--- src/rtl/issue_queue_if.sv ---
// issue_queue_if: dispatch, fire, wakeup and flush signals of one issue queue.
// slave is the queue side; master is the surrounding pipeline side.
interface issue_queue_if #(
  parameter int ENTRIES = 8,
  parameter int PKT_W   = 64
);
  localparam int IDX_W = $clog2(ENTRIES);
  localparam int OCC_W = $clog2(ENTRIES + 1);

  logic               flush;
  logic               disp_valid;
  logic               disp_ready;
  logic [ENTRIES-1:0] disp_dep_mask;
  logic [PKT_W-1:0]   disp_pkt;
  logic [IDX_W-1:0]   disp_idx;
  logic               fire_valid;
  logic               fire_ready;
  logic [PKT_W-1:0]   fire_pkt;
  logic [IDX_W-1:0]   fire_idx;
  logic [ENTRIES-1:0] local_ready_mask;
  logic [ENTRIES-1:0] global_ready_mask;
  logic [OCC_W-1:0]   occupancy;

  modport master (
    output flush, disp_valid, disp_dep_mask, disp_pkt, fire_ready, global_ready_mask,
    input  disp_ready, disp_idx, fire_valid, fire_pkt, fire_idx, local_ready_mask, occupancy
  );

  modport slave (
    input  flush, disp_valid, disp_dep_mask, disp_pkt, fire_ready, global_ready_mask,
    output disp_ready, disp_idx, fire_valid, fire_pkt, fire_idx, local_ready_mask, occupancy
  );
endinterface

--- src/rtl/issue_queue.sv ---
// issue_queue: reservation-station issue queue with a dependency matrix.
// Each entry holds valid, a row of producer-entry dependencies and a payload.
// An entry is ready once valid with an all-zero row; one ready entry is
// offered per cycle, and an accepted fire broadcasts a one-hot wakeup.
// Build option ISSUE_QUEUE_AGE_SELECT_EN: keep an age matrix and pick the
// oldest ready entry; when undefined, pick the lowest-index ready entry.
module issue_queue #(
  parameter int ENTRIES = 8,
  parameter int PKT_W   = 64
) (
  input  logic         clk,
  input  logic         rst,
  issue_queue_if.slave bus
);
  localparam int IDX_W = $clog2(ENTRIES);
  localparam int OCC_W = $clog2(ENTRIES + 1);

  logic [ENTRIES-1:0]              valid_q, valid_d;
  logic [ENTRIES-1:0][ENTRIES-1:0] row_q, row_d;
  logic [ENTRIES-1:0][PKT_W-1:0]   pkt_q, pkt_d;
  logic [ENTRIES-1:0]              lrm_q, lrm_d;
  logic                            hold_q, hold_d;
  logic [IDX_W-1:0]                hold_idx_q, hold_idx_d;

  logic [ENTRIES-1:0] ready;
  logic [ENTRIES-1:0] cand;
  logic [IDX_W-1:0]   pick_idx;
  logic [IDX_W-1:0]   sel_idx;
  logic [IDX_W-1:0]   free_idx;
  logic [OCC_W-1:0]   occ;
  logic               fire_vld;
  logic               fire_go;
  logic               disp_rdy;
  logic               disp_go;

  // An entry is ready when it is valid and waits on no producer
  always_comb begin
    ready = '0;
    for (int i = 0; i < ENTRIES; i++) begin
      ready[i] = valid_q[i] && (row_q[i] == '0);
    end
  end

`ifdef ISSUE_QUEUE_AGE_SELECT_EN
  // older_q[i][j] set means entry i was dispatched before entry j
  logic [ENTRIES-1:0][ENTRIES-1:0] older_q, older_d;

  // Candidates are ready entries that no other ready entry is older than
  always_comb begin
    cand = '0;
    for (int i = 0; i < ENTRIES; i++) begin
      cand[i] = ready[i];
      for (int j = 0; j < ENTRIES; j++) begin
        if (ready[j] && older_q[j][i]) cand[i] = 1'b0;
      end
    end
  end

  // A new entry is younger than everything: clear its row, set its column
  always_comb begin
    older_d = older_q;
    if (disp_go) begin
      older_d[free_idx] = '0;
      for (int j = 0; j < ENTRIES; j++) begin
        older_d[j][free_idx] = (j != int'(free_idx));
      end
    end
  end

  // Age matrix register
  always_ff @(posedge clk) begin
    if (rst) older_q <= '0;
    else     older_q <= older_d;
  end
`else
  // Without age tracking every ready entry is a candidate
  always_comb begin
    cand = ready;
  end
`endif

  // Lowest-index candidate for fire, lowest-index free slot for dispatch
  always_comb begin
    pick_idx = '0;
    free_idx = '0;
    for (int i = ENTRIES - 1; i >= 0; i--) begin
      if (cand[i])     pick_idx = IDX_W'(i);
      if (!valid_q[i]) free_idx = IDX_W'(i);
    end
  end

  // Occupancy is the population count of the valid bits
  always_comb begin
    occ = '0;
    for (int i = 0; i < ENTRIES; i++) begin
      occ = occ + OCC_W'(valid_q[i]);
    end
  end

  // Handshakes; a stalled offer keeps its index until accepted or flushed
  always_comb begin
    sel_idx  = hold_q ? hold_idx_q : pick_idx;
    fire_vld = (|ready) && !bus.flush;
    fire_go  = fire_vld && bus.fire_ready;
    disp_rdy = (occ != OCC_W'(ENTRIES)) && !bus.flush;
    disp_go  = bus.disp_valid && disp_rdy;
  end

  assign bus.disp_ready       = disp_rdy;
  assign bus.disp_idx         = free_idx;
  assign bus.fire_valid       = fire_vld;
  assign bus.fire_idx         = sel_idx;
  assign bus.fire_pkt         = fire_vld ? pkt_q[sel_idx] : '0;
  assign bus.local_ready_mask = lrm_q;
  assign bus.occupancy        = occ;

  // Entry update: wakeup clearing, fire invalidation, dispatch write, flush
  always_comb begin
    valid_d = valid_q;
    pkt_d   = pkt_q;
    row_d   = row_q;
    for (int i = 0; i < ENTRIES; i++) begin
      row_d[i] = row_q[i] & ~bus.global_ready_mask;
    end
    if (fire_go) valid_d[sel_idx] = 1'b0;
    if (disp_go) begin
      valid_d[free_idx] = 1'b1;
      pkt_d[free_idx]   = bus.disp_pkt;
      // Wakeups arriving this cycle are already applied; never wait on self
      row_d[free_idx]   = bus.disp_dep_mask & ~bus.global_ready_mask
                          & ~(ENTRIES'(1) << free_idx);
    end
    if (bus.flush) valid_d = '0;
    lrm_d      = fire_go ? (ENTRIES'(1) << sel_idx) : '0;
    hold_d     = fire_vld && !bus.fire_ready;
    hold_idx_d = sel_idx;
  end

  // State registers
  always_ff @(posedge clk) begin
    if (rst) begin
      valid_q    <= '0;
      row_q      <= '0;
      pkt_q      <= '0;
      lrm_q      <= '0;
      hold_q     <= 1'b0;
      hold_idx_q <= '0;
    end else begin
      valid_q    <= valid_d;
      row_q      <= row_d;
      pkt_q      <= pkt_d;
      lrm_q      <= lrm_d;
      hold_q     <= hold_d;
      hold_idx_q <= hold_idx_d;
    end
  end
endmodule

--- src/flat_wrapper.sv ---
// flat-port wrapper written by rule: the top's interface ports become plain ports
module issue_queue_flat 
#(
  parameter int ENTRIES = 8,
  parameter int PKT_W   = 64
)
  (clk, rst, bus_flush, bus_disp_valid, bus_disp_dep_mask, bus_disp_pkt, bus_fire_ready, bus_global_ready_mask, bus_disp_ready, bus_disp_idx, bus_fire_valid, bus_fire_pkt, bus_fire_idx, bus_local_ready_mask, bus_occupancy);
  issue_queue_if #(.ENTRIES(ENTRIES), .PKT_W(PKT_W)) bus_i ();
  input  logic clk;
  input  logic rst;
  input wire logic [$bits(bus_i.flush)-1:0] bus_flush;
  input wire logic [$bits(bus_i.disp_valid)-1:0] bus_disp_valid;
  input wire logic [$bits(bus_i.disp_dep_mask)-1:0] bus_disp_dep_mask;
  input wire logic [$bits(bus_i.disp_pkt)-1:0] bus_disp_pkt;
  input wire logic [$bits(bus_i.fire_ready)-1:0] bus_fire_ready;
  input wire logic [$bits(bus_i.global_ready_mask)-1:0] bus_global_ready_mask;
  output wire logic [$bits(bus_i.disp_ready)-1:0] bus_disp_ready;
  output wire logic [$bits(bus_i.disp_idx)-1:0] bus_disp_idx;
  output wire logic [$bits(bus_i.fire_valid)-1:0] bus_fire_valid;
  output wire logic [$bits(bus_i.fire_pkt)-1:0] bus_fire_pkt;
  output wire logic [$bits(bus_i.fire_idx)-1:0] bus_fire_idx;
  output wire logic [$bits(bus_i.local_ready_mask)-1:0] bus_local_ready_mask;
  output wire logic [$bits(bus_i.occupancy)-1:0] bus_occupancy;
  assign bus_i.flush = bus_flush;
  assign bus_i.disp_valid = bus_disp_valid;
  assign bus_i.disp_dep_mask = bus_disp_dep_mask;
  assign bus_i.disp_pkt = bus_disp_pkt;
  assign bus_i.fire_ready = bus_fire_ready;
  assign bus_i.global_ready_mask = bus_global_ready_mask;
  assign bus_disp_ready = bus_i.disp_ready;
  assign bus_disp_idx = bus_i.disp_idx;
  assign bus_fire_valid = bus_i.fire_valid;
  assign bus_fire_pkt = bus_i.fire_pkt;
  assign bus_fire_idx = bus_i.fire_idx;
  assign bus_local_ready_mask = bus_i.local_ready_mask;
  assign bus_occupancy = bus_i.occupancy;
  issue_queue #(.ENTRIES(ENTRIES), .PKT_W(PKT_W)) u_core (.clk(clk), .rst(rst), .bus(bus_i));
endmodule
--- config.mk ---
export PLATFORM = sky130hd
export DESIGN_NAME = issue_queue_flat
export DESIGN_NICKNAME = d
export VERILOG_FILES = /design/src/rtl/issue_queue_if.sv /design/src/rtl/issue_queue.sv /design/src/flat_wrapper.sv
export SDC_FILE = /design/constraint.sdc
export NUM_CORES = 2
export LEC_CHECK = 0
export ABC_AREA = 0
export CAP_MARGIN = 5
export CELL_PAD_IN_SITES_DETAIL_PLACEMENT = 0
export CELL_PAD_IN_SITES_GLOBAL_PLACEMENT = 1
export CORE_AREA = 2 2 273 221
export DETAILED_ROUTE_END_ITERATION = 7
export DIE_AREA = 0 0 275 223
export GPL_ROUTABILITY_DRIVEN = 1
export PLACE_DENSITY = 0.8
export SETUP_SLACK_MARGIN = 0.02
export SYNTH_ARGS = -nofsm -noshare
export SYNTH_HDL_FRONTEND = slang
export SYNTH_SLANG_ARGS = --single-unit
--- constraint.sdc ---
create_clock -name clk -period 5.8 [get_ports clk]
set_input_delay 0.87 -clock clk [delete_from_list [all_inputs] [get_ports clk]]
set_output_delay 0.87 -clock clk [all_outputs]
set_load 0.02 [all_outputs]
* Word level (Yosys, flattened, before mapping)
Cells that the tools add are included.
** Word-level totals
- Bits in latches :: 0
- Input bits :: 85
- Word-level logic and storage cells :: 111
- Output and inout bits :: 84
- Bits in writable memories :: 0
- Memories kept :: 0
- Register bits after elaboration :: 596
- ROM bits :: 0
** Cells by class
- Muxes and demuxes :: 33
- Div/mod/pow operators :: 0
- Order comparisons :: 4
- Reductions and logical operators :: 28
- Bitwise logic cells :: 16
- Add/sub/neg operators :: 7
- Multiply operators :: 0
- Shift-type cells :: 2
- Eq/ne operators :: 1
** Operator list (number)
- 512-bit bitwise mux :: 1
- 64-bit two-way mux :: 4
- 64-bit binary-select mux with 3-bit select :: 1
- 64-bit demux with 3-bit select :: 1
- 8-bit bitwise AND :: 11
- 64-bit bitwise mux :: 1
- 8-bit logical NOT :: 8
- 3-bit two-way mux :: 17
- 4-bit by 1-bit adder with 4-bit output :: 6
- 8-bit demux with 3-bit select :: 1
- 8-bit two-way mux :: 3
- 8-bit inverter :: 3
- 1-bit by 3-bit left shift with 8-bit output (first input constant) :: 2
- 1-bit logical AND :: 15
- 3-bit by 4-bit less-than comparator with 1-bit output (second input constant) :: 2
- 8-bit OR :: 1
- 8-bit OR reduction :: 1
- 1-bit demux with 3-bit select :: 2
- 3-bit by 1-bit greater-or-equal comparator with 1-bit output (second input constant) :: 2
- 4-bit != test (second input constant) :: 1
- 2-bit OR reduction :: 2
- 1-bit by 1-bit adder with 2-bit output :: 1
- 1-bit logical NOT :: 2
- 1-bit two-way mux :: 2
- 1-bit inverter :: 1

* Logic depth before layout (Yosys ltp)
- Word-level depth :: 20
- Depth in mapped cells :: 17
- Depth with buffers taken out :: 14

* Least setup slack after synthesis
No wires, ideal clock.
- Path type :: flip-flop to flip-flop
- Start point :: reg u_core.valid_q[0]
- End point :: reg u_core.pkt_q[0] (netlist bit)
- Path buffers :: 2
- Stages on the path, launching flop included :: 17
- Data arrival time :: 4649 ps
- Required time :: 5730 ps
- Setup slack :: 1081 ps
- Library setup time :: 70 ps
- Cells stage by stage :: dfxtp_1 > ha_1 > inv_1 > fa_1 > fa_1 > fa_1 > inv_1 > fa_1 > xor2_1 > nor3_1 > a21oi_1 > nand2_1 > buf_1 > nor3_1 > clkbuf_1 > nand2_1 > a21oi_1
** Between the ends
- Longest elaborated chain between the ends :: 10
- Elaborated cells between the ends (all ways) :: 17
** RTL lines
- start, declared :: RTL line issue_queue.sv:18 : logic [ENTRIES-1:0] valid_q, valid_d;
- start signal, assigned :: RTL line issue_queue.sv:149 : valid_q <= valid_d;
- 1-bit by 1-bit adder with 2-bit output :: RTL line issue_queue.sv:96 : occ = occ + OCC_W'(valid_q[i]);
- 4-bit by 1-bit adder with 4-bit output (6 in series) :: RTL line issue_queue.sv:96
- named net bus_occupancy[2] :: RTL line flat_wrapper.sv:23 : output wire logic [$bits(bus_i.occupancy)-1:0] bus_occupancy;
- 4-bit != test :: RTL line issue_queue.sv:105 : disp_rdy = (occ != OCC_W'(ENTRIES)) && !bus.flush;
- 1-bit logical AND :: RTL line issue_queue.sv:105
- named net bus_disp_ready :: RTL line flat_wrapper.sv:17 : output wire logic [$bits(bus_i.disp_ready)-1:0] bus_disp_ready;
- 1-bit logical AND :: RTL line issue_queue.sv:106 : disp_go = bus.disp_valid && disp_rdy;
- end signal, assigned :: RTL line issue_queue.sv:151 : pkt_q <= pkt_d;
- end, declared :: RTL line issue_queue.sv:20 : logic [ENTRIES-1:0][PKT_W-1:0] pkt_q, pkt_d;
The timed path passes the listed nets, and every way through them passes these cells.
A chain may end at the register's enable or synchronous reset.

* Worst setup path after layout
- Start point :: reg u_core.row_q[35] (netlist bit)
- End point :: out bus_fire_pkt[63]
** Between the ends
- Longest elaborated chain between the ends :: 11
- Elaborated cells between the ends (all ways) :: 13
** RTL lines
- start, declared :: RTL line issue_queue.sv:19 : logic [ENTRIES-1:0][ENTRIES-1:0] row_q, row_d;
- start signal, assigned :: RTL line issue_queue.sv:150 : row_q <= row_d;
- 8-bit logical NOT * :: RTL line issue_queue.sv:40 : ready[i] = valid_q[i] && (row_q[i] == '0);
- 1-bit logical AND * :: RTL line issue_queue.sv:40
- 3-bit two-way mux (5 in series) :: RTL line issue_queue.sv:87 : if (cand[i]) pick_idx = IDX_W'(i);
- 3-bit two-way mux :: RTL line issue_queue.sv:102 : sel_idx = hold_q ? hold_idx_q : pick_idx;
- 64-bit binary-select mux with 3-bit select :: RTL line issue_queue.sv:113 : assign bus.fire_pkt = fire_vld ? pkt_q[sel_idx] : '0;
- 64-bit two-way mux (implied by the code) :: RTL line issue_queue.sv:113
- 64-bit two-way mux * :: RTL line issue_queue.sv:113
- end, declared :: RTL line flat_wrapper.sv:20 : output wire logic [$bits(bus_i.fire_pkt)-1:0] bus_fire_pkt;
Mark *: on every way between the ends. The rest lies on a longest branch, timed or not. The select of a mux whose other input is x is not followed.

==> summary.md <==
| Metric | Value |
|---|---|
| Pin count of the biggest net entering global routing | 239 |
| Detail Placement HPWL | 46780 um |
| First-pass GRT wire length | 128300 um |
| Wirelength per Cell | 20.76 um |
| IO Port Bufs | 168 |
| Initial antenna violation count | 3 |
| Clk buf depth | 3 |
| Static leakage | 11.24 nW |
| Share of cells above drive strength 1 | 5.691% |
| Via Count | 22.70k |
| Vias in the first global route | 22.07k |
| Hold_ws | 0.4522 ns |
| Crit-path cells | or4_1 -> nor4_2 -> a21boi_0 -> a31oi_4 -> clkinv_2 -> buf_4 -> nand2_2 -> buf_4 -> o221ai_1 -> clkdlybuf4s50_1 |
| Crit-path max FO | 47 |
| Worst slew pin tran | 1.100 ns |
| Sink Count | 596 |
| Final Net Count | 3297 |
| Total gr overflow | 0 |
| Clock Skews | 0.01609 ns |
| Multi-input gate area | 0.01238 sq mm |
| Residual DRC | 0 |
| Final total negative setup slack | 0 ns |
| Max Clk Rate | 0.1851 GHz |
| Drt pass-1 iters | 6 |
| Clk pin slew, worst setup/hold paths | 0.06 ns |
| Required @ worst endpoint | 4.93 ns |
| RePlAce Congestion | 0.8347 |
| Max Slew Vio Count | 0 |
| Synth area leader | dfxtp_1 |
| Pwr/cell area | 284.6 mW/mm^2 |
| Yosys warning total | 0 |
| CP max-delay cell | clkdlybuf4s50_1 |
| Seq. cell area | 0.01193 sq mm |
| FILL cells | 5470 |
| Synth top area cells | dfxtp_1 47%, nand2_1 17%, mux2i_1 11%, a21oi_1 11%, clkbuf_1 2.8% |
| Worst-Skew Late Latency | 0.63 ns |
| Worst slew margin | 26.66% |
| H-tree Lvls | 2 |
| WP buf/inv | 4 |
| Critical path origin | u_core.row_q[35] |
| Most frequent cells in the layout | 1184 x nand2_1, 596 x dfxtp_1, 568 x a21oi_1, 290 x mux2i_1, 167 x clkdlybuf4s50_1 |
| Crit Reg-Reg Startpoint | u_core.valid_q[1] |
| Mapped Nets | 3328 |
| HP Start | u_core.pkt_q[168] |
| Pre-CTS WS | 0.9253 ns |
| PnR worst setup slack | 0.3978 ns |
| Die H | 223 um |
| Cells after Synth | 3236 |
| Overall Global Routing Usage | 26.78% |
| Outcome | completed |
| Worst path max stage delay | 0.63 ns |
| Routed WL | 83700 um |
| Family with the most delay on the worst path | buffers and inverters |
| Number of vias per cell | 5.630 |
| Post-synthesis average cell area | 7.910 sq um |
| Die width | 275 um |
| Starting Density | 43.49% |
| TritonCTS clock tree | done |
| RSZ-0062 raised after global routing | false |
| Core ar. | 0.05886 sq mm |
| Post-cts sizing count | 0 |
| Most common cell type on the critical path | buf_4 |
| Full die area | 0.06133 sq mm |
| Total CTS buffers | 60 |
| DR iter-0 viols | 2232 |
| Row count | 80 |
| Synthesized area | 0.02560 sq mm |
| Post-synthesis cell type count | 52 |
| Commonest non-fill, non-tap cell in the layout | nand2_1 |
| Worst vdd ir | 0.0001852 V |
| Top FF cell, synth | dfxtp_1 |
| Worst Setup End Kind | output pin |
| Area growth, synth to finish | 15.85% |
| Final period util | 93.14% |
| IO Count | 169 |
| EDFF count, synth | 0 |
| Hold Path Class | reg -> reg |
| Async SR Flop Fraction | 0% |
| Final Hold Vio Count | 0 |
| Startpoint class of the critical path | flip-flop |
| Yosys reg bits | 596 |
| Root buf cell | clkbuf_16 |
| Post-CTS Hold Buffers | 0 |
| Seq/Total Area, Yosys | 46.61% |
| Max Cap Violations | 0 |
| Final setup fails | 0 |
| Final ANT Viol Nets | 0 |
| Post-CTS Setup Bufs | 0 |
| Critical path class | reg -> out |
| Top cell type's share of synthesized area | 46.61% |
| Crit path DAT | 4.53 ns |
| Fin crit period | 5.402 ns |
layout make-up:
class / instances / area share (%)
Multi-Input combinational cell: 2311 / 41.76
Sequential cell: 596 / 40.24
Timing Repair Buffer: 217 / 7.646
Clock buffer: 88 / 6.232
Tap cell: 779 / 3.287
Clock inverter: 20 / 0.5823
Inverter: 19 / 0.2447
Antenna cell: 2 / 0.01688
per-stage QoR:
stage	instance area (sq um)	std cells	power, W	util (%)
3_3_place_gp	27630	3922	0.004560	46.94
6_report	29650	4032	0.008440	50.38
4_1_cts	29650	4030	0.008500	50.37
3_5_place_dp	27630	3922	0.004568	46.94
5_1_grt	29650	4031	0.008694	50.38
2_1_floorplan	25600	3236	0.004432	-
registers in the layout, summed over array words and instances, names as in the netlist:
signal / flops
u_core.bus.local_ready_mask: 8
u_core.hold_idx_q: 3
u_core.hold_q: 1
u_core.pkt_q: 512
u_core.row_q: 64
u_core.valid_q: 8
power breakdown:
part	internal (W)	switching (W)	total [W]
combinational	0.000111	0.000237	0.000348
sequential	0.00412	0.0000133	0.00413
clock	0.00229	0.00167	0.00396
total	0.00652	0.00192	0.00844
cell usage after synthesis (all sizes together) (2+ instances only):
cell    number
nand2     1188
dfxtp      596
a21oi      568
mux2i      290
clkbuf     242
buf         68
o221ai      33
o22a        33
a32o        32
nor3        25
nand3       22
inv         17
nor2        16
o21ai       14
or3          9
a31oi        8
nor2b        7
o21a         7
nor3b        6
and4         5
nand4        5
or2          5
a21boi       4
fa           4
nor4b        4
and3         3
ha           3
nor4         3
o211a        3
clkinv       2
nand2b       2
metal layers:
layer	track usage, %	up-vias	share of wire, %
met3	3.487	147	7.0
met1	36.84	11000	44
met5	0	-	0.016
met2	43.66	824	46
met4	8.143	2	2.5
li1	-	10730	-
worst paths after layout:
kind,end,slack (ns),depth (start not counted)
hold reg to reg,u_core.pkt_q[168],0.45,2
setup reg to reg,u_core.row_q[35],0.88,16
setup / recovery,bus_fire_pkt[63],0.40,10
hold / removal,u_core.pkt_q[168],0.45,2
cells by family (layout without fill, tap and decap cells):
kind of cell	count (synthesis)	count (layout)	synth area share, %
xor gates and xnor gates	1	1	0.03422
AOI/OAI and AO/OA	709	709	15.85
buffers and inverters	329	344	5.529
and+or+nand+nor	1304	1304	20.17
other	0	2	0
muxes	290	290	11.34
DFF	596	596	46.61
adders and majority gates	7	7	0.4595
worst reg2reg max path, cell delays in order (launching register included):
cell	delay, ns
dfxtp_1	0.42
ha_1	0.27
inv_1	0.08
fa_1	0.44
fa_1	0.52
fa_1	0.19
inv_1	0.06
fa_1	0.45
xor2_1	0.23
nor3_1	0.07
a21oi_1	0.19
nand2_1	0.35
buf_4	0.33
or3_4	0.60
buf_12	0.33
nand3_1	0.16
a21oi_1	0.08
Note: power is estimated with default switching activity, not from simulation.
